--- config.mk ---
export PLATFORM = sky130hd
export DESIGN_NAME = yuv2rgb_out
export DESIGN_NICKNAME = d
export VERILOG_FILES = /design/src/rtl/yuv2rgb_out.sv
export SDC_FILE = /design/constraint.sdc
export NUM_CORES = 1
export LEC_CHECK = 0
export CORE_MARGIN = 2
export CORE_UTILIZATION = 35
export DETAILED_ROUTE_END_ITERATION = 8
export DONT_BUFFER_PORTS = 1
export PLACE_DENSITY_LB_ADDON = 0.1
export SETUP_SLACK_MARGIN = 0.3
export SYNTH_ARGS = -nofsm -noshare
export SYNTH_HDL_FRONTEND = slang
export SYNTH_SLANG_ARGS = --single-unit
--- constraint.sdc ---
create_clock -name CLK -period 7.55 [get_ports CLK]
set_input_delay 1.1325 -clock CLK [delete_from_list [all_inputs] [get_ports CLK]]
set_output_delay 1.1325 -clock CLK [all_outputs]
set_load 0.01 [all_outputs]
--- src/rtl/yuv2rgb_out.sv ---
// rtl/yuv2rgb_out.sv - HuC6261 YUV/sync to clamped RGB output pipeline
module yuv2rgb_out #(
  parameter bit BLANK_ZERO = 1'b1
) (
  input  logic       CLK,
  input  logic       RES,
  input  logic       PCE,
  input  logic [7:0] Y,
  input  logic [7:0] U,
  input  logic [7:0] V,
  input  logic       HSn,
  input  logic       VSn,
  input  logic       HBL,
  input  logic       VBL,
  output logic [7:0] R,
  output logic [7:0] G,
  output logic [7:0] B,
  output logic       HS_OUTn,
  output logic       VS_OUTn,
  output logic       HBL_OUT,
  output logic       VBL_OUT,
  output logic       DE,
  output logic       PCE_OUT
);

  logic              run;
  logic              en;

  logic        [7:0] s1_y;
  logic signed [8:0] s1_u;
  logic signed [8:0] s1_v;
  logic              s1_hsn, s1_vsn, s1_hbl, s1_vbl;

  logic        [7:0]  s2_y;
  logic signed [17:0] s2_pr, s2_pg, s2_pb;
  logic               s2_hsn, s2_vsn, s2_hbl, s2_vbl;

  logic signed [17:0] u_ext, v_ext;
  logic signed [17:0] pr_c, pg_c, pb_c;
  logic signed [10:0] t_r, t_g, t_b;
  logic        [7:0]  r_c, g_c, b_c;

  function automatic logic [7:0] clamp8(input logic signed [10:0] t);
    if (t < 11'sd0)
      return 8'd0;
    else if (t > 11'sd255)
      return 8'd255;
    else
      return t[7:0];
  endfunction

  // run stays low through the first edge after reset so a PCE coinciding with release is dropped
  always_ff @(posedge CLK or posedge RES) begin
    if (RES) run <= 1'b0;
    else     run <= 1'b1;
  end

  assign en = PCE & run;

  // S1: capture luma, re-centred chroma and the raw flags
  always_ff @(posedge CLK or posedge RES) begin
    if (RES) begin
      s1_y   <= 8'd0;
      s1_u   <= 9'sd0;
      s1_v   <= 9'sd0;
      s1_hsn <= 1'b1;
      s1_vsn <= 1'b1;
      s1_hbl <= 1'b1;
      s1_vbl <= 1'b1;
    end else if (en) begin
      s1_y   <= Y;
      s1_u   <= $signed({1'b0, U} - 9'd128);
      s1_v   <= $signed({1'b0, V} - 9'd128);
      s1_hsn <= HSn;
      s1_vsn <= VSn;
      s1_hbl <= HBL;
      s1_vbl <= VBL;
    end
  end

  // Chroma products in 8.8 fixed point; all fit comfortably in 18 signed bits
  always_comb begin
    u_ext = {{9{s1_u[8]}}, s1_u};
    v_ext = {{9{s1_v[8]}}, s1_v};
    pr_c  = 18'sd359 * v_ext;
    pg_c  = -(18'sd88 * u_ext) - (18'sd183 * v_ext);
    pb_c  = 18'sd454 * u_ext;
  end

  // S2: register the products alongside luma and flags
  always_ff @(posedge CLK or posedge RES) begin
    if (RES) begin
      s2_y   <= 8'd0;
      s2_pr  <= 18'sd0;
      s2_pg  <= 18'sd0;
      s2_pb  <= 18'sd0;
      s2_hsn <= 1'b1;
      s2_vsn <= 1'b1;
      s2_hbl <= 1'b1;
      s2_vbl <= 1'b1;
    end else if (en) begin
      s2_y   <= s1_y;
      s2_pr  <= pr_c;
      s2_pg  <= pg_c;
      s2_pb  <= pb_c;
      s2_hsn <= s1_hsn;
      s2_vsn <= s1_vsn;
      s2_hbl <= s1_hbl;
      s2_vbl <= s1_vbl;
    end
  end

  // Add floored chroma terms to luma, clamp, and black out blanked pixels when enabled
  always_comb begin
    t_r = 11'($signed({10'd0, s2_y}) + (s2_pr >>> 8));
    t_g = 11'($signed({10'd0, s2_y}) + (s2_pg >>> 8));
    t_b = 11'($signed({10'd0, s2_y}) + (s2_pb >>> 8));
    r_c = clamp8(t_r);
    g_c = clamp8(t_g);
    b_c = clamp8(t_b);
    if (BLANK_ZERO && (s2_hbl || s2_vbl)) begin
      r_c = 8'd0;
      g_c = 8'd0;
      b_c = 8'd0;
    end
  end

  // S3: output registers, holding between pixel enables
  always_ff @(posedge CLK or posedge RES) begin
    if (RES) begin
      R       <= 8'd0;
      G       <= 8'd0;
      B       <= 8'd0;
      HS_OUTn <= 1'b1;
      VS_OUTn <= 1'b1;
      HBL_OUT <= 1'b1;
      VBL_OUT <= 1'b1;
      DE      <= 1'b0;
    end else if (en) begin
      R       <= r_c;
      G       <= g_c;
      B       <= b_c;
      HS_OUTn <= s2_hsn;
      VS_OUTn <= s2_vsn;
      HBL_OUT <= s2_hbl;
      VBL_OUT <= s2_vbl;
      DE      <= ~(s2_hbl | s2_vbl);
    end
  end

  // Pixel strobe delayed one clock to mark the first cycle of each new output
  always_ff @(posedge CLK or posedge RES) begin
    if (RES) PCE_OUT <= 1'b0;
    else     PCE_OUT <= en;
  end

endmodule

Word level (Yosys, flattened, before mapping)
Cells that the tools add are included.

operators by class
  $add $sub $neg = 7
  multiply operators = 4
  magnitude comparators = 6
  muxes and demuxes = 9
  bitwise operators = 3
  reduce and logical (&&, ||, !) cells = 1

operators with widths
  operator                                                      number
  two-way mux 8 bit                                             9
  adder 9 x 10 -> 11 bit                                        3
  > comparator 11 x 9 -> 1 bit (second input constant)          3
  less-than comparator 11 x 1 -> 1 bit (second input constant)  3
  multiplier 10 x 9 -> 18 bit (first input constant)            1
  multiplier 9 x 9 -> 18 bit (first input constant)             1
  negation 17 -> 18 bit                                         1
  subtractor 18 bit                                             1
  subtractor 8 x 8 -> 9 bit (second input constant)             2
  multiplier 9 x 9 -> 17 bit (first input constant)             1
  multiplier 5 x 9 -> 14 bit (first input constant)             1
  AND 1 bit                                                     1
  logical OR 1 bit                                              1
  inverter 1 bit                                                1
  bitwise OR 1 bit                                              1

word-level totals
  register bits = 126
  input bits = 31
  output and inout port bits = 30
  word-level logic and storage cells = 55

Logic depth before layout (Yosys ltp)
  depth in word-level cells = 5
  mapped depth = 26
  gate-level depth less buffers = 26

Least setup slack after synthesis
OpenSTA, ideal clock, no wires.

  path kind = register to register
  start point = reg s1_u[1]
  end point = reg s2_pg[17]
  arrival time = 6.114 ns
  data required time = 7.468 ns
  path slack = 1.354 ns
  cell stages (with the launch flop) = 21
  cell sequence = dfrtp_1 -> ha_1 -> fa_1 -> ha_1 -> a21oi_1 -> xnor2_1 -> ha_1 -> ha_1 -> fa_1 -> fa_1 -> fa_1 -> inv_1 -> ha_1 -> nand4_1 -> o21ai_0 -> a41o_1 -> o41a_1 -> a41o_1 -> o41ai_4 -> mux2_1 -> o22ai_1

on the way
  cells in the longest elaborated chain, start to end = 3

RTL lines
  what                        RTL line  RTL
  start, declared             30        logic signed [8:0] s1_u;
  start signal, assigned      72        s1_u <= $signed({1'b0, U} - 9'd128);
  multiplier 5 x 9 -> 14 bit  86        pg_c = -(18'sd88 * u_ext) - (18'sd183 * v_ext);
  negation 17 -> 18 bit       86
  subtractor 18 bit           86
  end signal, assigned        104       s2_pg <= pg_c;
  end, declared               35        logic signed [17:0] s2_pr, s2_pg, s2_pb;

No other way between the ends.
A chain may end at the register's enable or synchronous reset.

Final worst setup path
Same ends and word-level chain as after synthesis.

==> run_results.csv <==
group,metric,value,unit
floorplanning,fp-row-count,63,
drt,via_count,6773,
timing,rsz0062_at_grt,"false",
drt,maxUsedRoutingLayer,"met4",
status,status,"finished, final reports clean",
cts,cts_made_buffers,9,
drt,drt_iter0_markers,327,
grt,track_usage,15.6,%
timing,fmax,153,MHz
cts,clockBufferDepth,2,
grt,overflow,0,
worst_setup_path,r2r_slack,1.00,ns
cells_and_area,drive_gt1_share,7.48,%
worst_setup_path,cp-start-kind,"register",
yosys,ys_seq_elements,101,
cells_and_area,final_nets,1361,
cts,ctsResizeCount,0,
drt,drc_errors,0,
worst_setup_path,path_common_cell,"ha_1",
yosys,ys_async_sr_fraction,100,%
cts,clkTransAtPathRegs,0.08,ns
placement,dp_hpwl,18.2,mm
drt,wl_met3,701,µm
yosys,avgSynthCellArea,9.92,µm²
yosys,synth_ff_type,"dfrtp_1",
timing,relSlewSlack,27.3,%
worst_setup_path,path_delay_family,"adder cells",
flow_run,maxCapViolCount,0,
worst_setup_path,crit_fanout,7,
cells_and_area,diodes,0,
yosys,yosys_warnings,0,
hold_path,min_path_type,"reg2reg",
timing,period_share,86.7,%
cts,cts_setup_buffers,0,
drt,met1_length,11.6,mm
floorplanning,boundaryPins,61,
floorplanning,core-area,29600,µm²
yosys,syn_area,10500,µm²
floorplanning,dieWidth,177,µm
timing,finClkSkew,0.0113,ns
cts,clock_latency,0.36,ns
floorplanning,dieHeight,177,µm
drt,met2_length,10.3,mm
grt,grt_pass1_wl,38.1,mm
floorplanning,die-area,31400,µm²
placement,gp_congestion,0.810,
yosys,ys_seq_area_share,24.3,%
cells_and_area,areaGrowthSynthToFinish,7.15,%
cts,ctsHoldBuffers,0,
drt,drt-pass1-iter-count,4,
timing,worst_pin_slew,1.08,ns
worst_setup_path,cp.required,7.82,ns
drt,drt-total-wl,22.8,mm
cts,htreeDepth,3,
worst_setup_path,crit_path_max_incr_delay,0.54,ns
worst_setup_path,critPathBufInv,1,
timing,drv_slew,0,
worst_setup_path,path_cells,"ha_1 -> fa_1 -> ha_1 -> a21oi_1 -> xnor2_1 -> ha_1 -> ha_1 -> fa_1 -> fa_1 -> fa_1 -> inv_1 -> ha_1 -> nand4_1 -> o21ai_0 -> a41o_1 -> o41a_1 -> a41o_1 -> o41ai_4 -> mux2_1 -> o22ai_1",
timing,setup_viol,0,
grt,grt_pass1_vias,7090,
yosys,synth_nets,1367,
timing,period_minus_slack,6.55,ns
worst_setup_path,crit_path_end_kind,"register",
grt,antenna_found_initial,0,
yosys,synth_cell_type_count,60,
drt,antenna_left,0,
worst_setup_path,cp_slowest_cell,"fa_1",
cts,clkSinkCount,101,
worst_setup_path,critPathKind,"reg2reg",
drt,wl_per_cell,15.8,µm
grt,grt_max_degree,96,
cts,tritoncts,"done",
placement,portBuffers,0,
cts,root_buffer,"clkbuf_16",
drt,avgViaCountPerCell,4.68,
timing,fin_setup_tns,0,ns
floorplanning,initial_core_util,35.5,%
worst_setup_path,cp.arrival,6.82,ns
yosys,postSynthCellCount,1057,
yosys,synth-edff-count,0,
timing,finalHoldViolCount,0,
registers in the layout, summed over array words and instances (netlist names), 8 cells and up:
name   flops
s1_u       8
B          8
s1_y       8
s2_pb     10
s2_pr     10
s2_pg     10
G          8
s2_y       8
s1_v       8
R          8
kinds of logic (layout without fill, tap and decap cells):
group           after synthesis  after routing  share of synthesized area [%]
fa+ha+maj                   279            279                           39.2
simple gates                166            166                           7.26
mux                          31             31                           3.31
flops                       101            101                           24.3
buf+inv                     217            216                           7.78
compound gates              201            201                           12.9
xor+xnor                     61             61                           5.23
other cells                   1              1                         0.0358
worst paths after layout:
path | startpoint | end | cells past startpoint
max | s1_u[1] | s2_pg[17] | 20
min | s2_pg[10] | s2_pg[10] | 2
max reg2reg | s1_u[1] | s2_pg[17] | 20
min reg2reg | s2_pg[10] | s2_pg[10] | 2
max in group asynchronous | RES | s2_pr[10] | 2
min in group asynchronous | RES | s1_u[6] | 1
synth_stat cells (all sizes together) (2+ instances only):
library cell / count / area share (%)
a21boi: 3 / 0.21
fa: 83 / 16
o21ai: 66 / 3.2
a21o: 17 / 1.2
nor4: 3 / 0.18
o2bb2ai: 2 / 0.17
xnor2: 40 / 3.3
a32o: 5 / 0.48
or3: 4 / 0.24
a31oi: 2 / 0.12
dfstp: 12 / 3.0
clkbuf: 20 / 0.72
nor3b: 2 / 0.14
dfrtp: 89 / 21
a211oi: 4 / 0.29
a41o: 2 / 0.19
nand2b: 6 / 0.36
mux2i: 2 / 0.19
xor2: 20 / 1.7
a21oi: 42 / 2.0
o21bai: 9 / 0.64
nor2: 32 / 1.1
nor2b: 14 / 0.84
o31ai: 6 / 0.43
o41ai: 3 / 0.43
ha: 196 / 23
o22ai: 2 / 0.12
nor3: 8 / 0.38
o21a: 9 / 0.64
inv: 194 / 6.9
and3: 4 / 0.24
nand3: 7 / 0.33
nand2: 75 / 2.7
or2: 6 / 0.36
o21ba: 5 / 0.48
buf: 3 / 0.12
nand4: 2 / 0.12
a221o: 14 / 1.3
mux2: 29 / 3.1
final cells by class:
type / count / area [µm²]
Multi-Input combinational cell: 739 / 7130
Timing Repair Buffer: 6 / 45.0
Clock inverter: 7 / 68.8
Tap cell: 390 / 488
Inverter: 194 / 731
Clock buffer: 9 / 225
Sequential cell: 101 / 2540
Fill cell: 2999 / 18300
per-layer routing:
| metal | global-route usage (%) | up-vias |
|---|---|---|
| li1 | - | 3511 |
| met4 | 2.69 | 0 |
| met2 | 25.6 | 73 |
| met5 | 0 | - |
| met3 | 2.64 | 10 |
| met1 | 21.7 | 3179 |
layout by cell type (no fill, tap or decap), types with 8 or more instances in the layout:
| cell type | count |
|---|---|
| a21oi_1 | 41 |
| mux2_2 | 28 |
| xnor2_1 | 40 |
| nor2_1 | 32 |
| nor2b_1 | 14 |
| xor2_1 | 20 |
| dfrtp_1 | 89 |
| a221o_1 | 14 |
| fa_1 | 83 |
| o21bai_1 | 9 |
| inv_1 | 192 |
| dfstp_2 | 12 |
| a21o_1 | 17 |
| nand2_1 | 74 |
| clkbuf_16 | 9 |
| nor3_1 | 8 |
| o21a_1 | 9 |
| o21ai_0 | 65 |
| ha_1 | 196 |
per-stage QoR:
step / hold slack, ns / instances / setup WS, ns / area [µm²] / util, %
finish: 0.491 / 1446 / 1.00 / 11200 / 38.0
global route: 0.521 / 1446 / 0.657 / 11200 / 38.0
CTS: 0.499 / 1446 / 0.959 / 11200 / 38.0
detailed placement: 0.478 / 1430 / 0.983 / 10900 / 37.0
global placement: 0.469 / 1430 / 1.06 / 10900 / 37.0
floorplan: 0.446 / 1057 / 1.35 / 10500 / -
worst register-to-register path, stage by stage, from the launching register on:
cell	delay, ns
dfrtp_1	0.49
ha_1	0.36
fa_1	0.46
ha_1	0.35
a21oi_1	0.23
xnor2_1	0.16
ha_1	0.26
ha_1	0.32
fa_1	0.51
fa_1	0.51
fa_1	0.54
inv_1	0.04
ha_1	0.32
nand4_1	0.10
o21ai_0	0.08
a41o_1	0.26
o41a_1	0.38
a41o_1	0.33
o41ai_4	0.27
mux2_1	0.36
o22ai_1	0.14
Power is not shown: default switching activity piles up to over one toggle a cycle in this logic, so the estimate is an artifact.
